<file path="src/rtl/spi_main.sv">
// rtl/spi_main.sv - SPI mode-0 main: one full-duplex DATA_W-bit frame per start
module spi_main #(
  parameter int DATA_W  = 128,
  parameter int CLK_DIV = 4
) (
  input  logic              clk,
  input  logic              rst,
  input  logic              start,
  input  logic [DATA_W-1:0] tx_data,
  output logic              busy,
  output logic              done,
  output logic [DATA_W-1:0] rx_data,
  output logic              cs,
  output logic              sclk,
  output logic              sdo,
  input  logic              sdi
);

  localparam int DIV_W = $clog2(CLK_DIV + 1);
  localparam int CNT_W = (DATA_W > 1) ? $clog2(DATA_W) : 1;

  localparam logic [DIV_W-1:0] DIV_LAST = DIV_W'(CLK_DIV - 1);
  localparam logic [CNT_W-1:0] BIT_LAST = CNT_W'(DATA_W - 1);

  typedef enum logic [2:0] {
    IDLE  = 3'd0,
    LEAD  = 3'd1,
    HIGH  = 3'd2,
    LOW   = 3'd3,
    TRAIL = 3'd4,
    GAP   = 3'd5
  } state_t;

  state_t            state;
  logic [DIV_W-1:0]  div_cnt;
  logic [CNT_W-1:0]  bit_cnt;
  // tx_sh holds the bits still to go out; its MSB is always the next sdo value,
  // because the current bit already sits in the sdo register.
  logic [DATA_W-1:0] tx_sh;
  logic [DATA_W-1:0] rx_sh;
  logic              half_done;

  // Every timed phase (lead, each sclk half, trail, gap) lasts CLK_DIV cycles.
  assign half_done = (div_cnt == DIV_LAST);

  // Frame sequencer: half-period timing, shift registers and all registered link outputs.
  always_ff @(posedge clk) begin
    if (rst) begin
      state   <= IDLE;
      div_cnt <= '0;
      bit_cnt <= '0;
      tx_sh   <= '0;
      rx_sh   <= '0;
      rx_data <= '0;
      busy    <= 1'b0;
      done    <= 1'b0;
      cs      <= 1'b1;
      sclk    <= 1'b0;
      sdo     <= 1'b0;
    end else begin
      done <= 1'b0;

      if (state == IDLE || half_done) begin
        div_cnt <= '0;
      end else begin
        div_cnt <= div_cnt + DIV_W'(1);
      end

      case (state)
        IDLE: begin
          if (start) begin
            tx_sh   <= {tx_data[DATA_W-2:0], 1'b0};
            rx_sh   <= '0;
            bit_cnt <= '0;
            cs      <= 1'b0;
            sdo     <= tx_data[DATA_W-1];
            busy    <= 1'b1;
            state   <= LEAD;
          end
        end

        LEAD: begin
          if (half_done) begin
            sclk  <= 1'b1;
            rx_sh <= {rx_sh[DATA_W-2:0], sdi};
            state <= HIGH;
          end
        end

        HIGH: begin
          if (half_done) begin
            sclk <= 1'b0;
            if (bit_cnt != BIT_LAST) begin
              bit_cnt <= bit_cnt + CNT_W'(1);
              sdo     <= tx_sh[DATA_W-1];
              tx_sh   <= {tx_sh[DATA_W-2:0], 1'b0};
              state   <= LOW;
            end else begin
              sdo   <= 1'b0;
              state <= TRAIL;
            end
          end
        end

        LOW: begin
          if (half_done) begin
            sclk  <= 1'b1;
            rx_sh <= {rx_sh[DATA_W-2:0], sdi};
            state <= HIGH;
          end
        end

        TRAIL: begin
          if (half_done) begin
            cs      <= 1'b1;
            rx_data <= rx_sh;
            done    <= 1'b1;
            state   <= GAP;
          end
        end

        GAP: begin
          if (half_done) begin
            busy  <= 1'b0;
            state <= IDLE;
          end
        end

        default: begin
          state <= IDLE;
        end
      endcase
    end
  end

endmodule

</file>
<file path="config.mk">
export PLATFORM = sky130hd
export DESIGN_NAME = spi_main
export DESIGN_NICKNAME = d
export VERILOG_FILES = /design/src/rtl/spi_main.sv
export SDC_FILE = /design/constraint.sdc
export NUM_CORES = 1
export LEC_CHECK = 0
export CAP_MARGIN = 10
export CORE_UTILIZATION = 48
export DETAILED_ROUTE_END_ITERATION = 12
export PLACE_DENSITY = 0.82
export SETUP_SLACK_MARGIN = 0.1
export SLEW_MARGIN = 20
export SYNTH_ARGS = -nofsm -noshare
export SYNTH_HDL_FRONTEND = slang
export SYNTH_SLANG_ARGS = --single-unit
</file>
<file path="constraint.sdc">
create_clock -name clk -period 1.9 [get_ports clk]
set_clock_uncertainty 0.05 [all_clocks]
set_input_delay 0.19 -clock clk [delete_from_list [all_inputs] [get_ports clk]]
set_output_delay 0.19 -clock clk [all_outputs]
set_load 0.01 [all_outputs]
</file>
==> reports/results.ini, run 1 <==
[final_layout]
diodes=0
seq_area_um2=8035
syn_to_final_growth_pct=52.40
fin_cells=2288
multi_input_area_um2=7779
drive_above_1_share_pct=29.11
num-nets-final=1993
num-fill-cells=1885

[synthesis]
ys_async_sr_fraction_pct=0
synth_edf_count=0
syn-cell-area_um2=15460
synth_flop_cell=dfxtp_1
ys_seq_area_share_pct=51.91
ys_seq_elements=401
yosysWarnings=0
synthesis.nets=1661
synth_cells=1526
syn_area_per_cell_um2=10.13
yosys-top-cells-area=dfxtp_1 (52%), a211oi_2 (9.7%), mux2i_1 (8.2%)
synth_top_area_share_pct=51.91
synth_top_area_cell=dfxtp_1
synth_cell_types=43

[clocking]
clock_path_buffers=3
clockRootBuffer=clkbuf_16
clk_latency_ps=530
h-tree-depth=2
cts_buffers=41
clk_pin_slew_ps=60
cts_tree=done
clock-sinks=401

[floorplan]
die_h_um=181.5
die_area_um2=32940
row_count=65
die_x_um=181.5
initial_utilization_pct=48.88
ios=265
core_um2=31640

[place]
gp_congestion=0.8114
portBuffers=264
place_ws_ps=-248.0
dp.cells=2103
dp_hpwl_um=23310

[status]
outcome=complete, but fails checks
violations=negative setup slack

[pwr]
ir_worst_vdd_mv=0.5513
switching_share_pct=24.46
p_sw_uw=4772
p_int_uw=14740
clkPwrFrac_pct=41.9
p_leak_uw=0.008009
seqPwrFrac_pct=45.2
pwr-share-comb_pct=12.9
power_density_nw_per_um2=827.8
power_uw=19510

[setup_path]
critPathRequiredTime_ps=2240
path_class=reg -> reg
max_stage_delay_ps=470
critPathTopFamily=compound AO/OA/AOI/OAI gates
crit_path_top_delay_cell=o311a_4
crit_chain=ha_4 -> nand4_1 -> o311a_4 -> buf_12 -> buf_16 -> nor2_1 -> a211oi_2
critPathBufInv=2
critPathArrivalTime_ps=2330
end_kind=flip-flop
startpoint_type=flip-flop
critical_path.max_fanout=12

[route]
ant_nets=0
drt-initial-drc-count=1244
drc_errors=0
dr.pass1.iters=5
drt-wirelength-per-cell_um=23.18
num_vias=13980
vias_per_cell=6.111
drt_wl_total_um=53030

[timing]
fin_crit_sh_pct=104.8
max-slew-margin-rel_pct=58.25
setup_violations=23
final-hold-violation-count=0
rsz0062_at_grt=true
final.setup.tns_ps=-561.1
slew_viol_final=0
tightestPinTransition_ps=626.2
finalCriticalPeriod_ps=1992
fmax_ghz=0.5021
fin_ws_ps=-91.53

[global_route]
gr-total-overflow=0
grt_pass1_wl_um=69560
grt_max_degree=100
grt_usage_pct=25.69
antenna_found_initial=0
grt_pass1_vias=13090

[flow_run]
drv_cap=0

[min_path]
hp-class=in -> reg

[final timing paths]
| kind | startpoint | end | slack (ps) | cells after the start |
|---|---|---|---|---|
| setup / recovery | bit_cnt[0] | tx_sh[72] | -90 | 7 |
| hold / removal | sdi | rx_sh[0] | 230 | 3 |
| setup reg to reg | bit_cnt[0] | tx_sh[72] | -90 | 7 |
| hold reg to reg | rx_sh[124] | rx_sh[124] | 420 | 2 |
[cell families after synthesis]
family                   synth area share (%)
AO/OA/AOI/OAI                           22.90
AND/OR/NAND/NOR                         11.87
buffers and inverters                   4.847
flip-flops                              51.91
adder cells (fa/ha/maj)                0.2428
multiplexers                            8.229
[cell type report]
cell class	instances	share of cell area (%)
clock buffer	61	5.113
clock inverter	10	0.5628
inverter	3	0.04778
multi-input combinational	978	33.01
sequential	401	34.10
tap	402	2.134
timing repair buffer	433	25.04
[stage by stage]
| step | hold WS (ps) | utilization (%) | cell area, um^2 |
|---|---|---|---|
| final | 228.9 | 74.49 | 23570 |
| after global routing | 233.0 | 74.49 | 23570 |
| after CTS | 205.2 | 69.05 | 21840 |
| after detailed placement | 409.2 | 59.17 | 18720 |
| after global placement | 401.1 | 59.17 | 18720 |
| after floorplan | 291.9 | - | 15570 |
[cells in the final DEF (no fill, tap or decap), types with 20 or more instances in the layout]
master | netlist | layout
dfxtp_1 | 401 | 397
clkdlybuf4s50_1 | 0 | 263
nand2_1 | 138 | 135
a22o_1 | 128 | 128
mux2i_1 | 126 | 126
a211oi_2 | 120 | 120
a21oi_1 | 135 | 104
clkbuf_16 | 0 | 74
nand3_1 | 136 | 66
nand3_2 | 0 | 66
nor2_1 | 136 | 64
buf_12 | 0 | 43
nor2_2 | 1 | 40
buf_16 | 0 | 35
nor2_4 | 0 | 33
a21oi_2 | 0 | 31
buf_4 | 8 | 25
buf_6 | 15 | 20
[sequential cells by signal, indices dropped and copies added, names as in the netlist]
register  count
rx_data     128
rx_sh       128
tx_sh       127
bit_cnt       7
div_cnt       3
state         3
busy          1
cs            1
done          1
sclk          1
sdo           1
[cells in the mapped netlist (2+ instances only)]
master	number
a211oi_1	8
a211oi_2	120
a21oi_1	135
a22o_1	128
a311oi_1	2
a31oi_1	3
a32oi_1	2
buf_1	5
buf_2	35
buf_4	8
buf_6	15
clkbuf_1	84
dfxtp_1	401
ha_1	3
inv_1	3
mux2i_1	126
nand2_1	138
nand3_1	136
nand4_1	2
nor2_1	136
nor2b_1	3
nor4_1	2
o21ai_0	9
o21bai_1	2
or4_1	2
[power by group through the flow]
stage / clock (uW) / combinational [uW] / sequential, uW
6_report: 8170 / 2520 / 8820
5_1_grt: 8600 / 2630 / 8840
4_1_cts: 8110 / 2070 / 8770
3_5_place_dp: 0 / 1500 / 8950
3_3_place_gp: 0 / 1450 / 8940
2_1_floorplan: 0 / 986 / 8920
[layer usage]
metal	GRT usage [%]	routed length [um]
met2	44.18	25450
met3	4.112	3845
met4	10.58	2699
met5	0	0
met1	31.97	21040
[worst reg2reg max path, cell delays in order (launching register included)]
cell and delay, ps:
dfxtp_2 380, ha_4 150, nand4_1 210, o311a_4 470
buf_12 170, buf_16 150, nor2_1 190, a211oi_2 80
[what timing repair did]
item,4_1_cts,5_1_grt
cloned,34,46
pin swaps,79,178
hold endpoints to repair,6,0
endpoints found under the setup margin,386,381
gates resized for setup,131,172
buffers inserted,24,11
hold buffers,2,0
Power figures use the tool's default switching activity.
==> run 2, diff against run 1 <==
Settings changed: ABC_CLOCK_PERIOD_IN_PS from default to 1900, RECOVER_POWER from default to 25, SETUP_SLACK_MARGIN 0.1 to 0.5.
==> run 2 against run 1 <==
Against the previous run:
- register-to-register slack improved by 130 ps
- routed wire length decreased by 21%
- non-clock buffer count shrank 60
- via count is 7.7% lower
- sequential cell count unchanged
- final area down 8.1%
- clock power increased by 2%
- the flow now finishes without violations
- cell count is 2.5% lower
==> reports/results.ini, run 2 (synthesis gave the netlist of run 1 again) <==
[timing]
slew_viol_final=0
final-hold-violation-count=0
setup_violations=0
fmax_ghz=0.5365
tightestPinTransition_ps=600.0
fin_ws_ps=36.10
finalCriticalPeriod_ps=1864
fin_crit_sh_pct=98.10
rsz0062_at_grt=true
max-slew-margin-rel_pct=60.00

[setup_path]
startpoint_type=flip-flop
crit_chain=ha_4 -> ha_4 -> and2_2 -> o21ba_4 -> buf_4 -> clkbuf_16 -> nand3_1 -> a21oi_1
crit_path_top_delay_cell=dfxtp_2
critical_path.max_fanout=21
critPathArrivalTime_ps=2200
critPathBufInv=2
path_class=reg -> reg
critPathTopFamily=buffers and inverters
critPathRequiredTime_ps=2240
cpMostUsedCell=ha_4
max_stage_delay_ps=330
end_kind=flip-flop

[final_layout]
drive_above_1_share_pct=22.50
fin_cells=2230
top_regs=rx_data: 128 flops, rx_sh: 128 flops, tx_sh: 127 flops
final_cell_mix=dfxtp_1 (396), clkdlybuf4s50_1 (263), nand2_1 (138)
syn_to_final_growth_pct=39.98
num-nets-final=1930
utilization_pct=68.42
final_common_cell=dfxtp_1

[clocking]
clk_latency_ps=520
clock-sinks=401
clock_path_buffers=3
clockRootBuffer=clkbuf_16
clk_pin_slew_ps=60
h-tree-depth=2
cts_buffers=41
cts_tree=done

[pwr]
p_leak_uw=0.007330
clkPwrFrac_pct=43.7
pwr-share-comb_pct=10.1
seqPwrFrac_pct=46.2
p_sw_uw=4448
switching_share_pct=23.34
ir_worst_vdd_mv=0.7078
p_int_uw=14610
power_density_nw_per_um2=880.5

[floorplan]
row_count=65
die_x_um=181.5
die_area_um2=32940
ios=265
initial_utilization_pct=48.88
core_um2=31640
die_h_um=181.5

[route]
ant_nets=0
drc_errors=0
vias_per_cell=5.784
num_vias=12900
drt-initial-drc-count=1060
drt-wirelength-per-cell_um=18.70
drt_wl_total_um=41690
dr.pass1.iters=5

[place]
dp_hpwl_um=24100
dp.cells=2111
gp_congestion=0.7915
portBuffers=264
place_ws_ps=-101.1

[global_route]
grt_usage_pct=22.74
gr-total-overflow=0
antenna_found_initial=1
grt_pass1_vias=12300
grt_max_degree=110
grt_pass1_wl_um=62230

[status]
outcome=complete, no violations

[min_path]
hp-class=in -> reg

[flow_run]
drv_cap=0

## run 2: cell count changes in the layout (fill, tap and decap cells not counted), moves of 16 or more
cell,previous run,this run
nand3_2,66,1
nand3_1,66,135
buf_6,20,4
nor2_2,40,61
buf_16,35,11
a21oi_2,31,13
a21oi_1,104,122
## run 2: area by class of cell
class / count / area [um^2]
antenna: 1 / 2.502
clock buffer: 62 / 1259
clock inverter: 13 / 152.6
fill: 2188 / 9991
inverter: 3 / 11.26
multi-input combinational: 975 / 7174
sequential: 401 / 8041
tap: 402 / 503.0
timing repair buffer: 373 / 4502
## run 2: path summary, 6_finish.rpt
| check | startpoint | end | slack (ps) | depth (start not counted) |
|---|---|---|---|---|
| setup / recovery | div_cnt[0] | rx_sh[5] | 40 | 8 |
| hold / removal | rst | bit_cnt[0] | 40 | 3 |
| setup reg to reg | div_cnt[0] | rx_sh[5] | 40 | 8 |
| hold reg to reg | div_cnt[0] | div_cnt[0] | 380 | 1 |
## run 2: timing repair
action,4_1_cts,5_1_grt
endpoints found under the setup margin,529,533
gates resized for setup,44,103
pin swaps,1,8
gates cloned,3,23
hold buffers,1,0
buffers inserted,4,12
hold endpoints to repair,6,0
## run 2: through the flow
stage	total power, uW	TNS, ps	hold slack (ps)	instance area, um^2
CTS	18890	0	6.878	20630
floorplan	9928	0	291.9	15660
global route	19680	-2404	47.29	21650
detailed placement	10530	-6409	377.8	18940
global placement	10470	-23.25	363.3	18940
finish	19060	0	37.75	21650
## run 2: power groups by stage
| stage | Sequential, uW | Combinational (uW) | Clock (uW) |
|---|---|---|---|
| after floorplan | 8920 | 1010 | 0 |
| after global placement | 8940 | 1530 | 0 |
| after detailed placement | 8950 | 1580 | 0 |
| after CTS | 8780 | 1680 | 8430 |
| after global routing | 8820 | 2060 | 8790 |
| final | 8800 | 1930 | 8320 |
## run 2: per-layer routing
metal / vias up / part of all wire, % / global-route usage (%) / wire, um
met2: 465 / 50 / 38.80 / 20680
met4: 0 / 4.6 / 11.15 / 1911
met3: 125 / 5.6 / 4.332 / 2338
met1: 6255 / 40 / 27.43 / 16770
met5: - / 0 / 0 / 0
li1: 6054 / - / - / -
## run 2: worst register-to-register path, cell delays in order (launching register included)
cell and delay (ps):
dfxtp_2 330, ha_4 160, ha_4 170, and2_2 230, o21ba_4 250, buf_4 170
clkbuf_16 190, nand3_1 110, a21oi_1 80
==> run 3, diff against run 2 <==
Settings changed: CORE_UTILIZATION 48 to 40, CTS_CLUSTER_SIZE from default to 28, PLACE_DENSITY 0.82 to 0.72.
==> run 3 against run 2 <==
Against the previous run:
- via count decreased by 2.7%
- hold slack improved by 130 ps
- cell count increased by 4.6%
- clock power increased by 2.4%
- sequential share of layout area decreased by 0.65 points
- fmax decreased by 0.85%
- routed wire length decreased by 0.19%
- die area increased by 20%
- count of clock-buffer cells in the layout decreased by 4
- core utilization decreased by 10 points
- register-to-register slack got worse by 20 ps
- sequential power about the same
==> reports/results.ini, run 3 (synthesis gave the netlist of run 1 again) <==
[status]
outcome=complete, no violations

[setup_path]
r2r_slack_ps=20
r2r_end=rx_sh[87]
critical_path.max_fanout=21
critPathArrivalTime_ps=2260
critPathRequiredTime_ps=2280
path_class=reg -> reg
startpoint_type=flip-flop
rr_worst_depth=9
rr_startpoint=div_cnt[0]
end_kind=flip-flop

[pwr]
p_int_uw=14660
p_sw_uw=4632
switching_share_pct=24.01
power_density_nw_per_um2=875.7
clkPwrFrac_pct=44.2
ir_worst_vdd_mv=1.045
p_leak_uw=0.007359
pwr-share-comb_pct=10.2
seqPwrFrac_pct=45.6

[place]
gp_congestion=0.7854
portBuffers=264
place_ws_ps=-95.24
dp_hpwl_um=24000

[global_route]
grt_max_degree=100
grt_usage_pct=19.18
grt_pass1_wl_um=61620
grt_pass1_vias=11990
antenna_found_initial=1
gr-total-overflow=0

[floorplan]
ios=265
die_x_um=198.6
initial_utilization_pct=40.86
core_um2=37840
die_area_um2=39450
row_count=71
die_h_um=198.6

[clocking]
cts_buffers=43
clock_path_buffers=3
cts_tree=done
clk_pin_slew_ps=60
h-tree-depth=2
clock-sinks=401
clockRootBuffer=clkbuf_16
clk_latency_ps=560

[route]
num_vias=12550
ant_nets=0
drt-initial-drc-count=653
drt_wl_total_um=41610
dr.pass1.iters=5
vias_per_cell=5.380
drc_errors=0
drt-wirelength-per-cell_um=17.84

[final_layout]
utilization_pct=58.21
top_regs=rx_data: 128 flops, rx_sh: 128 flops, tx_sh: 127 flops
num-nets-final=1923
final_cell_mix=dfxtp_1 (395), clkdlybuf4s50_1 (263), a22o_1 (128)
final_common_cell=dfxtp_1
drive_above_1_share_pct=25.99
syn_to_final_growth_pct=42.45

[timing]
rsz0062_at_grt=true
setup_violations=0
max-slew-margin-rel_pct=54.93
fmax_ghz=0.5320
fin_crit_sh_pct=98.94
fin_hold_ws_ps=168.7
final-hold-violation-count=0
tightestPinTransition_ps=676.1
fin_ws_ps=20.12
finalCriticalPeriod_ps=1880
slew_viol_final=0

[min_path]
min_to=rx_sh[0]
min_from=sdi
hp-class=in -> reg
hold_depth=3

[flow_run]
drv_cap=0

## run 3: cell types whose count changed in the layout (fill, tap and decap cells not counted), moves of 10 or more
cell / change
buf_4: -13
nand3_4: +10
nand2_1: -12
nor2_2: +21
nand3_1: -30
nand3_2: +20
nor2_1: -15
## run 3: how the worst max path moves through the flow
stage | start | endpoint | cells after the start
after floorplan | div_cnt[0] | tx_sh[104] | 9
after global placement | start | rx_sh[0] | 7
after detailed placement | start | rx_sh[84] | 7
after CTS | div_cnt[0] | tx_sh[92] | 8
after global routing | div_cnt[0] | rx_sh[31] | 9
final | div_cnt[0] | rx_sh[87] | 9
## run 3: routing by layer
layer,track usage (%),share of wire [%],vias to the layer above
met4,7.094,2.7,0
met2,32.22,49,341
met1,24.03,43,6076
li1,-,-,6050
met3,4.137,5.3,78
met5,0,0,-
## run 3: what timing repair did
action                     CTS  global route
hold buffers                 1             0
buffers inserted             4             9
cloned                       3            26
setup endpoints to repair  529           533
hold endpoints to repair    22             0
pin swaps                    5            40
resized for setup           35           207
## run 3: cell type report
cell class,instances,area [um^2]
fillers,3088,15820
flip-flops and latches,401,8040
multi-input cells,975,7502
repair buffers,364,4375
clock buffers,58,1254
well taps,511,639.4
clock inverters,19,202.7
inverters,3,11.26
diodes,1,2.502
## run 3: power groups by stage
stage	Sequential (uW)	Clock, uW	Combinational, uW
final	8800	8520	1970
after global routing	8820	9090	2100
after CTS	8770	8730	1590
after detailed placement	8950	0	1540
after global placement	8940	0	1500
after floorplan	8920	0	1010
## run 3: metrics by stage
stage	instance area [um^2]	cells	TNS, ps	total power (uW)
after floorplan	15660	1526	0	9928
final	22030	2332	0	19290
after detailed placement	18890	2211	-11700	10490
after global placement	18890	2211	-10910	10440
after CTS	20590	2296	0	19090
after global routing	22030	2332	-107.2	20020
## run 3: worst max-delay path, stage by stage, from the launching register on
cell       delay (ps)
dfxtp_2           330
ha_4              160
ha_4              170
buf_4             130
and2_4            170
o21ba_4           220
buf_12            150
clkbuf_16         190
nand3_1           100
a21oi_1            80
